**config.mk**
```make
export PLATFORM = sky130hd
export DESIGN_NAME = uart_cfg
export DESIGN_NICKNAME = d
export VERILOG_FILES = /design/src/rtl/uart_cfg.sv
export SDC_FILE = /design/constraint.sdc
export NUM_CORES = 1
export LEC_CHECK = 0
export ABC_AREA = 1
export CORE_UTILIZATION = 25
export DETAILED_ROUTE_END_ITERATION = 7
export HOLD_SLACK_MARGIN = 0.1
export PLACE_DENSITY = 0.4
export SYNTH_ARGS = -nofsm -noshare
export SYNTH_HDL_FRONTEND = slang
export SYNTH_SLANG_ARGS = --single-unit
```
**constraint.sdc**
```tcl
create_clock -name clkin -period 5.15 [get_ports clkin]
set_clock_uncertainty 0.1 [all_clocks]
set_input_delay 1.03 -clock clkin [delete_from_list [all_inputs] [get_ports clkin]]
set_output_delay 1.03 -clock clkin [all_outputs]
set_load 0.02 [all_outputs]
```
**src/rtl/uart_cfg.sv**
```systemverilog
`default_nettype none
// ============================================================================
//  Module   : uart_cfg
//  Purpose  : Full-duplex UART with configurable data width, parity, stop bits
//             and bit period. Rx has a synchroniser, glitch rejection, and a
//             holding register with ack handshake and sticky error flags.
//  Revision : 1.0  initial release
// ============================================================================
module uart_cfg #(
    parameter int CLKS_PER_BIT = 3125,
    parameter int DATA_BITS    = 8,
    parameter int PARITY       = 0,
    parameter int STOP_BITS    = 1
) (
    input  logic                 clkin,
    input  logic                 rstin,
    input  logic [DATA_BITS-1:0] txdatain,
    input  logic                 txrdyin,
    output logic                 txrdyout,
    output logic                 txout,
    input  logic                 rxin,
    input  logic                 rxackin,
    output logic [DATA_BITS-1:0] rxdataout,
    output logic                 rxrdyout,
    output logic [2:0]           rxerrout
);

    localparam logic [15:0] C_BIT_LAST  = 16'(CLKS_PER_BIT - 1);
    localparam logic [15:0] C_HALF      = 16'((CLKS_PER_BIT - 1) / 2);
    localparam logic [2:0]  C_DATA_LAST = 3'(DATA_BITS - 1);
    localparam logic        C_STOP_LAST = 1'(STOP_BITS - 1);
    localparam logic        C_ODD       = (PARITY == 1);
    localparam logic        C_HAS_PAR   = (PARITY != 0);

    typedef enum logic [2:0] {
        S_IDLE  = 3'd0,
        S_START = 3'd1,
        S_DATA  = 3'd2,
        S_PAR   = 3'd3,
        S_STOP  = 3'd4
    } state_t;

    // ------------------------------------------------------------------ TX
    state_t                tx_state_q, tx_state_d;
    logic [15:0]           tx_cnt_q, tx_cnt_d;
    logic [2:0]            tx_bit_q, tx_bit_d;
    logic                  tx_stop_q, tx_stop_d;
    logic [DATA_BITS-1:0]  tx_shift_q, tx_shift_d;
    logic                  tx_par_q, tx_par_d;
    logic                  tx_line_q, tx_line_d;
    logic                  tx_rdy_q, tx_rdy_d;
    logic                  w_tx_bit_end;

    assign w_tx_bit_end = (tx_cnt_q == C_BIT_LAST);

    always_comb begin
        tx_state_d = tx_state_q;
        tx_cnt_d   = tx_cnt_q;
        tx_bit_d   = tx_bit_q;
        tx_stop_d  = tx_stop_q;
        tx_shift_d = tx_shift_q;
        tx_par_d   = tx_par_q;
        tx_line_d  = tx_line_q;
        tx_rdy_d   = tx_rdy_q;
        if (tx_state_q != S_IDLE) begin
            tx_cnt_d = w_tx_bit_end ? 16'd0 : tx_cnt_q + 16'd1;
        end
        case (tx_state_q)
            S_IDLE: begin
                if (txrdyin && tx_rdy_q) begin
                    tx_shift_d = txdatain;
                    tx_par_d   = (^txdatain) ^ C_ODD;
                    tx_line_d  = 1'b0;
                    tx_rdy_d   = 1'b0;
                    tx_cnt_d   = 16'd0;
                    tx_state_d = S_START;
                end
            end
            S_START: begin
                if (w_tx_bit_end) begin
                    tx_line_d  = tx_shift_q[0];
                    tx_shift_d = tx_shift_q >> 1;
                    tx_bit_d   = 3'd0;
                    tx_state_d = S_DATA;
                end
            end
            S_DATA: begin
                if (w_tx_bit_end) begin
                    if (tx_bit_q == C_DATA_LAST) begin
                        tx_stop_d = 1'b0;
                        if (C_HAS_PAR) begin
                            tx_line_d  = tx_par_q;
                            tx_state_d = S_PAR;
                        end else begin
                            tx_line_d  = 1'b1;
                            tx_state_d = S_STOP;
                        end
                    end else begin
                        tx_bit_d   = tx_bit_q + 3'd1;
                        tx_line_d  = tx_shift_q[0];
                        tx_shift_d = tx_shift_q >> 1;
                    end
                end
            end
            S_PAR: begin
                if (w_tx_bit_end) begin
                    tx_line_d  = 1'b1;
                    tx_stop_d  = 1'b0;
                    tx_state_d = S_STOP;
                end
            end
            S_STOP: begin
                if (w_tx_bit_end) begin
                    if (tx_stop_q == C_STOP_LAST) begin
                        tx_rdy_d   = 1'b1;
                        tx_state_d = S_IDLE;
                    end else begin
                        tx_stop_d = 1'b1;
                    end
                end
            end
            default: tx_state_d = S_IDLE;
        endcase
    end

    always_ff @(posedge clkin or negedge rstin) begin
        if (!rstin) begin
            tx_state_q <= S_IDLE;
            tx_cnt_q   <= 16'd0;
            tx_bit_q   <= 3'd0;
            tx_stop_q  <= 1'b0;
            tx_shift_q <= '0;
            tx_par_q   <= 1'b0;
            tx_line_q  <= 1'b1;
            tx_rdy_q   <= 1'b1;
        end else begin
            tx_state_q <= tx_state_d;
            tx_cnt_q   <= tx_cnt_d;
            tx_bit_q   <= tx_bit_d;
            tx_stop_q  <= tx_stop_d;
            tx_shift_q <= tx_shift_d;
            tx_par_q   <= tx_par_d;
            tx_line_q  <= tx_line_d;
            tx_rdy_q   <= tx_rdy_d;
        end
    end

    assign txout    = tx_line_q;
    assign txrdyout = tx_rdy_q;

    // ------------------------------------------------------------------ RX
    logic                  rx_meta_q, rx_sync_q;
    state_t                rx_state_q, rx_state_d;
    logic [15:0]           rx_cnt_q, rx_cnt_d;
    logic [2:0]            rx_bit_q, rx_bit_d;
    logic                  rx_stop_q, rx_stop_d;
    logic [DATA_BITS-1:0]  rx_shift_q, rx_shift_d;
    logic                  rx_frm_q, rx_frm_d;
    logic                  rx_par_q, rx_par_d;
    logic [DATA_BITS-1:0]  rx_data_q, rx_data_d;
    logic                  rx_rdy_q, rx_rdy_d;
    logic [2:0]            rx_err_q, rx_err_d;
    logic                  w_rx_bit_end;
    logic                  w_deliver;
    logic                  w_frm_now;

    assign w_rx_bit_end = (rx_cnt_q == C_BIT_LAST);

    always_comb begin
        rx_state_d = rx_state_q;
        rx_cnt_d   = rx_cnt_q;
        rx_bit_d   = rx_bit_q;
        rx_stop_d  = rx_stop_q;
        rx_shift_d = rx_shift_q;
        rx_frm_d   = rx_frm_q;
        rx_par_d   = rx_par_q;
        w_deliver  = 1'b0;
        w_frm_now  = rx_frm_q;
        case (rx_state_q)
            S_IDLE: begin
                if (!rx_sync_q) begin
                    rx_cnt_d   = 16'd0;
                    rx_state_d = S_START;
                end
            end
            S_START: begin
                // Half a bit in: a line back high means a glitch, not a start.
                if (rx_cnt_q == C_HALF) begin
                    rx_cnt_d = 16'd0;
                    if (rx_sync_q) begin
                        rx_state_d = S_IDLE;
                    end else begin
                        rx_bit_d   = 3'd0;
                        rx_frm_d   = 1'b0;
                        rx_par_d   = 1'b0;
                        rx_state_d = S_DATA;
                    end
                end else begin
                    rx_cnt_d = rx_cnt_q + 16'd1;
                end
            end
            S_DATA: begin
                if (w_rx_bit_end) begin
                    rx_cnt_d   = 16'd0;
                    rx_shift_d = {rx_sync_q, rx_shift_q[DATA_BITS-1:1]};
                    if (rx_bit_q == C_DATA_LAST) begin
                        rx_stop_d  = 1'b0;
                        rx_state_d = C_HAS_PAR ? S_PAR : S_STOP;
                    end else begin
                        rx_bit_d = rx_bit_q + 3'd1;
                    end
                end else begin
                    rx_cnt_d = rx_cnt_q + 16'd1;
                end
            end
            S_PAR: begin
                if (w_rx_bit_end) begin
                    rx_cnt_d   = 16'd0;
                    rx_par_d   = rx_sync_q ^ (^rx_shift_q) ^ C_ODD;
                    rx_stop_d  = 1'b0;
                    rx_state_d = S_STOP;
                end else begin
                    rx_cnt_d = rx_cnt_q + 16'd1;
                end
            end
            S_STOP: begin
                if (w_rx_bit_end) begin
                    rx_cnt_d  = 16'd0;
                    w_frm_now = rx_frm_q | ~rx_sync_q;
                    rx_frm_d  = w_frm_now;
                    if (rx_stop_q == C_STOP_LAST) begin
                        w_deliver  = 1'b1;
                        rx_state_d = S_IDLE;
                    end else begin
                        rx_stop_d = 1'b1;
                    end
                end else begin
                    rx_cnt_d = rx_cnt_q + 16'd1;
                end
            end
            default: rx_state_d = S_IDLE;
        endcase
    end

    // Holding register: an ack in the delivery cycle hands over to the new frame.
    always_comb begin
        rx_data_d = rx_data_q;
        rx_rdy_d  = rx_rdy_q;
        rx_err_d  = rx_err_q;
        if (w_deliver) begin
            if (!rx_rdy_q || rxackin) begin
                rx_data_d = rx_shift_q;
                rx_rdy_d  = 1'b1;
                rx_err_d  = (rxackin ? 3'b000 : rx_err_q) | {1'b0, rx_par_q, w_frm_now};
            end else begin
                rx_err_d = rx_err_q | 3'b100;
            end
        end else if (rxackin && rx_rdy_q) begin
            rx_rdy_d = 1'b0;
            rx_err_d = 3'b000;
        end
    end

    always_ff @(posedge clkin or negedge rstin) begin
        if (!rstin) begin
            rx_meta_q  <= 1'b1;
            rx_sync_q  <= 1'b1;
            rx_state_q <= S_IDLE;
            rx_cnt_q   <= 16'd0;
            rx_bit_q   <= 3'd0;
            rx_stop_q  <= 1'b0;
            rx_shift_q <= '0;
            rx_frm_q   <= 1'b0;
            rx_par_q   <= 1'b0;
            rx_data_q  <= '0;
            rx_rdy_q   <= 1'b0;
            rx_err_q   <= 3'b000;
        end else begin
            rx_meta_q  <= rxin;
            rx_sync_q  <= rx_meta_q;
            rx_state_q <= rx_state_d;
            rx_cnt_q   <= rx_cnt_d;
            rx_bit_q   <= rx_bit_d;
            rx_stop_q  <= rx_stop_d;
            rx_shift_q <= rx_shift_d;
            rx_frm_q   <= rx_frm_d;
            rx_par_q   <= rx_par_d;
            rx_data_q  <= rx_data_d;
            rx_rdy_q   <= rx_rdy_d;
            rx_err_q   <= rx_err_d;
        end
    end

    assign rxdataout = rx_data_q;
    assign rxrdyout  = rx_rdy_q;
    assign rxerrout  = rx_err_q;

endmodule
`default_nettype wire

```
==> impl_metrics.yaml, run 1 <==
status:
  run_status: "finished clean"
worst_setup_path:
  cp_max_fo: 22
  r2r_cells: 9
  setup.worst_path.start_class: "primary input"
  startpoint: "txrdyin"
  cp.arrival_ps: 2870
  rr_startpoint: "tx_state_q[0]$_DFFE_PN0P_"
  critPathKind: "primary input to register"
  end_kind: "register"
  required_ps: 5320
timing:
  holdWs_ps: 257.2
  grt_setup_unrepaired: "no"
  relSlewSlack: 0.3135
  setup_viol: 0
  worst_pin_slew_ps: 1024
  finalWorstSetupSlack_ps: 2452
  fin_crit_sh: 0.5239
  fmax_mhz: 370.6
  setup_tns_ps: 0
  maxSlewViolCount: 0
  finalCriticalPeriod_ps: 2698
  hold_violations: 0
layout:
  syn_to_final_growth_pct: 17.28
  final_cells: 902
  fillCellCount: 1946
  diodes: 0
  multi_input_area_um2: 2265
  final_util: 0.3001
  regArea_um2: 1957
  final_layout_size_suffix_gt1_frac: 0.08915
  final_nets: 690
synth:
  syn_nets: 663
  synth_area_um2: 4597
  ys_seq_elements: 78
  async_flop_share: 1.000
  synth-edff-count: 0
  yosysWarnings: 0
  synth.most_common_cell: "nand2_1"
  synthCells: 641
  synthTopCellsByCount: "224 x nand2_1, 74 x dfrtp_1, 71 x inv_1"
  yosysSeqAreaShare: 0.4257
  synth_area_leaders: "dfrtp_1 40%, nand2_1 18%, inv_1 5.8%, nor2_1 5.3%, nand3_1 5.1%"
  synth_top_area_frac: 0.4028
  synth_top_flop_cell: "dfrtp_1"
  synth_top_cell_by_area: "dfrtp_1"
  ys_types: 34
  syn_area_per_cell_um2: 7.171
clock_tree:
  hold_buffers: 0
  clock_path_buffers: 2
  cts_root_buffer: "clkbuf_16"
  cts_tree: "built"
  htreeDepth: 3
  cts_resized: 0
  postCtsSetupRepairBufs: 0
  cts_buffers: 9
  path_clk_slew_ps: 60
  clock_latency_ps: 350
  cts.sinks: 78
floorplan:
  die_area_um2: 18930
  fp.dieW_um: 137.6
  ioPinCount: 27
  die_height_um: 137.6
  core-area_um2: 17960
  start_util: 0.2559
  num_rows: 49
grt:
  grt_pass1_wl_um: 19630
  grt_usage: 0.1344
  grt_max_degree: 43
  antenna_found_initial: 0
  grt_pass1_vias: 3940
  overflow: 0
drt:
  via_per_inst: 4.530
  drc_errors: 0
  drt_iter0_drc: 223
  post_drt_wl_per_cell_um: 12.79
  dr.pass1.iters: 4
  vias: 4086
  wl_um: 11540
  drtAntennaViolNets: 0
min_path:
  hold_path.startpoint: "rx_meta_q$_DFF_PN1_"
  whs_path_depth: 0
  worstHoldPathType: "register to register"
placement:
  placed_cells: 886
  io_buffers: 26
  hpwlAfterDp_um: 8218
  gp_congestion: 0.8196
  place_ws_ps: 2031
run:
  maxCapViolCount: 0
power:
  p_per_area_nw_per_um2: 249.7
  worst_ir_drop_vdd_v: 0.0001969
  p_leak_nw: 2.577
==> worst max-delay path, cell delays in order <==
cell             delay [ps]
clkdlybuf4s50_1         450
nand2_1                  70
nand2_1                 610
inv_1                   340
nor2_1                  160
nand3_1                  80
nand2_1                  70
nand2_1                  50
==> through the flow <==
step           total power [mW]  area (um2)
2_1_floorplan            0.6431        4597
3_3_place_gp             0.6752        5079
3_5_place_dp             0.6755        5079
4_1_cts                   1.372        5391
5_1_grt                   1.402        5391
6_report                  1.346        5391
==> flip-flops by register name, summed over array words and instances (netlist names) <==
register    count
rx_sync_q       1
txout           1
tx_state_q      3
rxdataout       8
rx_par_q        1
rx_meta_q       1
rx_shift_q      8
rx_bit_q        3
rx_cnt_q       16
rxerrout        3
txrdyout        1
tx_cnt_q       16
rx_state_q      3
tx_shift_q      8
tx_bit_q        3
rxrdyout        1
rx_frm_q        1
==> worst paths after layout <==
| kind | endpoint | slack (ps) |
|---|---|---|
| setup / recovery | txout$_DFFE_PN1P_ | 2450 |
| hold / removal | rx_sync_q$_DFF_PN1_ | 260 |
| setup reg to reg | txout$_DFFE_PN1P_ | 2850 |
| hold reg to reg | rx_sync_q$_DFF_PN1_ | 260 |
| max in group asynchronous | rx_meta_q$_DFF_PN1_ | 3430 |
| min in group asynchronous | rx_cnt_q[12]$_DFFE_PN0P_ | 560 |
==> cells by family after synthesis <==
kind of cell	after synthesis	synth area share
compound gates	65	0.08574
simple gates	391	0.3710
flops	78	0.4257
buf+inv	92	0.08165
fa+ha+maj	9	0.02450
xor+xnor	6	0.01143
==> cell usage in the layout, fill, tap and decap left out, drive strengths merged, types with 4 or more instances in the layout <==
| cell | netlist | final |
|---|---|---|
| clkbuf | 2 | 13 |
| clkdlybuf4s50 | 0 | 25 |
| dfrtp | 74 | 74 |
| dfstp | 4 | 4 |
| ha | 9 | 9 |
| inv | 80 | 80 |
| nand2 | 232 | 232 |
| nand3 | 50 | 50 |
| nand4 | 28 | 28 |
| nor2 | 72 | 72 |
| nor3 | 7 | 7 |
| o211ai | 9 | 9 |
| o21ai | 47 | 47 |
| o21bai | 4 | 4 |
| xor2 | 4 | 4 |
==> power breakdown <==
| group | switching (mW) | internal (mW) |
|---|---|---|
| registers | 0.00244 | 0.617 |
| clock network | 0.269 | 0.415 |
| logic | 0.0249 | 0.0178 |
==> metal layers <==
layer | track usage | vias to the layer above | share of wire
li1 | - | 2110 | -
met1 | 0.1787 | 1921 | 0.50
met2 | 0.2105 | 46 | 0.46
met3 | 0.04010 | 9 | 0.034
met4 | 0.03419 | 0 | 0.011
met5 | 0 | - | 0
==> layout make-up <==
class | count | area share
timing repair buffer | 27 | 0.04920
inverter | 81 | 0.05663
clock inverter | 3 | 0.007890
sequential | 78 | 0.3630
multi-input combinational | 471 | 0.4201
tap | 229 | 0.05314
clock buffer | 13 | 0.05013
Power figures use the tool's default switching activity.
==> run 2, diff against run 1 <==
==> constraint.sdc (replaced) <==
create_clock -name clkin -period 2.81 [get_ports clkin]
set_clock_uncertainty 0.1 [all_clocks]
set_input_delay 0.562 -clock clkin [delete_from_list [all_inputs] [get_ports clkin]]
set_output_delay 0.562 -clock clkin [all_outputs]
set_load 0.02 [all_outputs]
==> run 2 against run 1 <==
Clock power up 67%. Core utilization up 0.098 points. Global-route usage down 0.38 points. Final area up 0.32%. Clock-buffer cell count unchanged. Power up 75%. Critical endpoint is now txrdyout. Highest routed layer unchanged.
==> impl_metrics.yaml, run 2 (synthesized netlist as in run 1, its figures left out) <==
grt:
  grt_pass1_vias: 3881
  overflow: 0
  antenna_found_initial: 0
  grt_pass1_wl_um: 19170
  grt_usage: 0.1305
  grt_max_degree: 42
timing:
  worst_pin_slew_ps: 525.3
  hold_violations: 0
  relSlewSlack: 0.6498
  setup_tns_ps: 0
  setup_viol: 0
  finalCriticalPeriod_ps: 2165
  grt_setup_unrepaired: "no"
  finalWorstSetupSlack_ps: 644.7
  maxSlewViolCount: 0
  fin_crit_sh: 0.7706
  fmax_mhz: 461.8
floorplan:
  num_rows: 49
  start_util: 0.2559
  die_height_um: 137.6
  core-area_um2: 17960
  ioPinCount: 27
  fp.dieW_um: 137.6
  die_area_um2: 18930
power:
  p_per_area_nw_per_um2: 435.5
  worst_ir_drop_vdd_v: 0.0002885
  p_leak_nw: 2.589
  power_mw: 2.355
clock_tree:
  cts_tree: "built"
  clock_latency_ps: 340
  cts_resized: 0
  hold_buffers: 0
  cts.sinks: 78
  path_clk_slew_ps: 60
  postCtsSetupRepairBufs: 0
  htreeDepth: 3
  cts_root_buffer: "clkbuf_16"
  cts_buffers: 9
  clock_path_buffers: 2
layout:
  final_util: 0.3011
  final_layout_size_suffix_gt1_frac: 0.09453
  diodes: 0
  final_common_cell: "nand2_1"
  reg_top3: "rx_cnt_q: 16 flops, tx_cnt_q: 16 flops"
  final_nets: 694
  final_cell_mix: "224 x nand2_1, 74 x dfrtp_1, 71 x inv_1, 65 x nor2_1, 47 x nand3_1"
  syn_to_final_growth_pct: 17.66
drt:
  via_per_inst: 4.481
  drt_iter0_drc: 219
  vias: 4060
  post_drt_wl_per_cell_um: 12.46
  dr.pass1.iters: 4
  drc_errors: 0
  drtAntennaViolNets: 0
  wl_um: 11290
worst_setup_path:
  cp.arrival_ps: 1500
  worst_path_largest_cell_delay_ps: 610
  rr_startpoint: "rx_cnt_q[0]$_DFFE_PN0P_"
  cp_max_fo: 4
  required_ps: 2150
  crit_chain: "clkdlybuf4s50_1"
  critPathBufInv: 1
  setup.worst_path.start_class: "register"
  startpoint: "txrdyout$_DFFE_PN1P_"
  cpMaxStageDelayCell: "clkdlybuf4s50_1"
  cp_top_family: "buffers and inverters"
  end_kind: "output port"
  critPathKind: "register to output port"
run:
  maxCapViolCount: 0
placement:
  io_buffers: 26
  gp_congestion: 0.8418
  place_ws_ps: 755.1
  hpwlAfterDp_um: 8050
status:
  run_status: "finished clean"
min_path:
  worstHoldPathType: "primary input to async pin"
==> run 2: final timing paths <==
path,end,slack (ps),depth (start not counted)
setup / recovery,txrdyout,640,1
setup reg to reg,rx_bit_q[1]$_DFFE_PN0P_,900,9
hold / removal,rx_cnt_q[12]$_DFFE_PN0P_,90,1
min in group clkin,rx_sync_q$_DFF_PN1_,250,0
max in group asynchronous,txout$_DFFE_PN1P_,1840,2
hold reg to reg,rx_sync_q$_DFF_PN1_,250,0
==> run 2: through the flow <==
| stage | cell area [um2] | hold slack (ps) | instances |
|---|---|---|---|
| 2_1_floorplan | 4597 | 166.4 | 641 |
| 3_3_place_gp | 5121 | 247.4 | 890 |
| 3_5_place_dp | 5121 | 248.9 | 890 |
| 4_1_cts | 5409 | 110.3 | 906 |
| 5_1_grt | 5409 | 130.1 | 906 |
| 6_report | 5409 | 90.93 | 906 |
==> run 2: metal layers <==
layer	vias to the layer above	track usage	wire (um)
li1	2114	-	-
met1	1879	0.1775	5679
met2	54	0.1957	5018
met3	13	0.03826	434
met4	0	0.04335	160
met5	-	0	0
==> run 2: area by class of cell <==
type / count / area [um2]
clock buffers: 13 / 270.3
multi-input cells: 471 / 2265
clock inverters: 3 / 17.52
repair buffers: 31 / 307.8
fillers: 1953 / 12550
inverters: 81 / 305.3
well taps: 229 / 286.5
flip-flops and latches: 78 / 1957
==> run 2: report_power, final <==
part | switching, mW | internal (mW)
logic | 0.0452 | 0.0345
clock network | 0.471 | 0.668
registers | 0.00432 | 1.13
total | 0.521 | 1.83
==> run 2: worst reg2reg max path: stages (launching register included) <==
cell and delay [ps]:
dfrtp_1 380, inv_1 190, ha_1 210, nand3_1 120, nor2_4 160, nand2_1 180, nand2_1 180, nand3_1 140
nand2_1 80, nand2_1 50
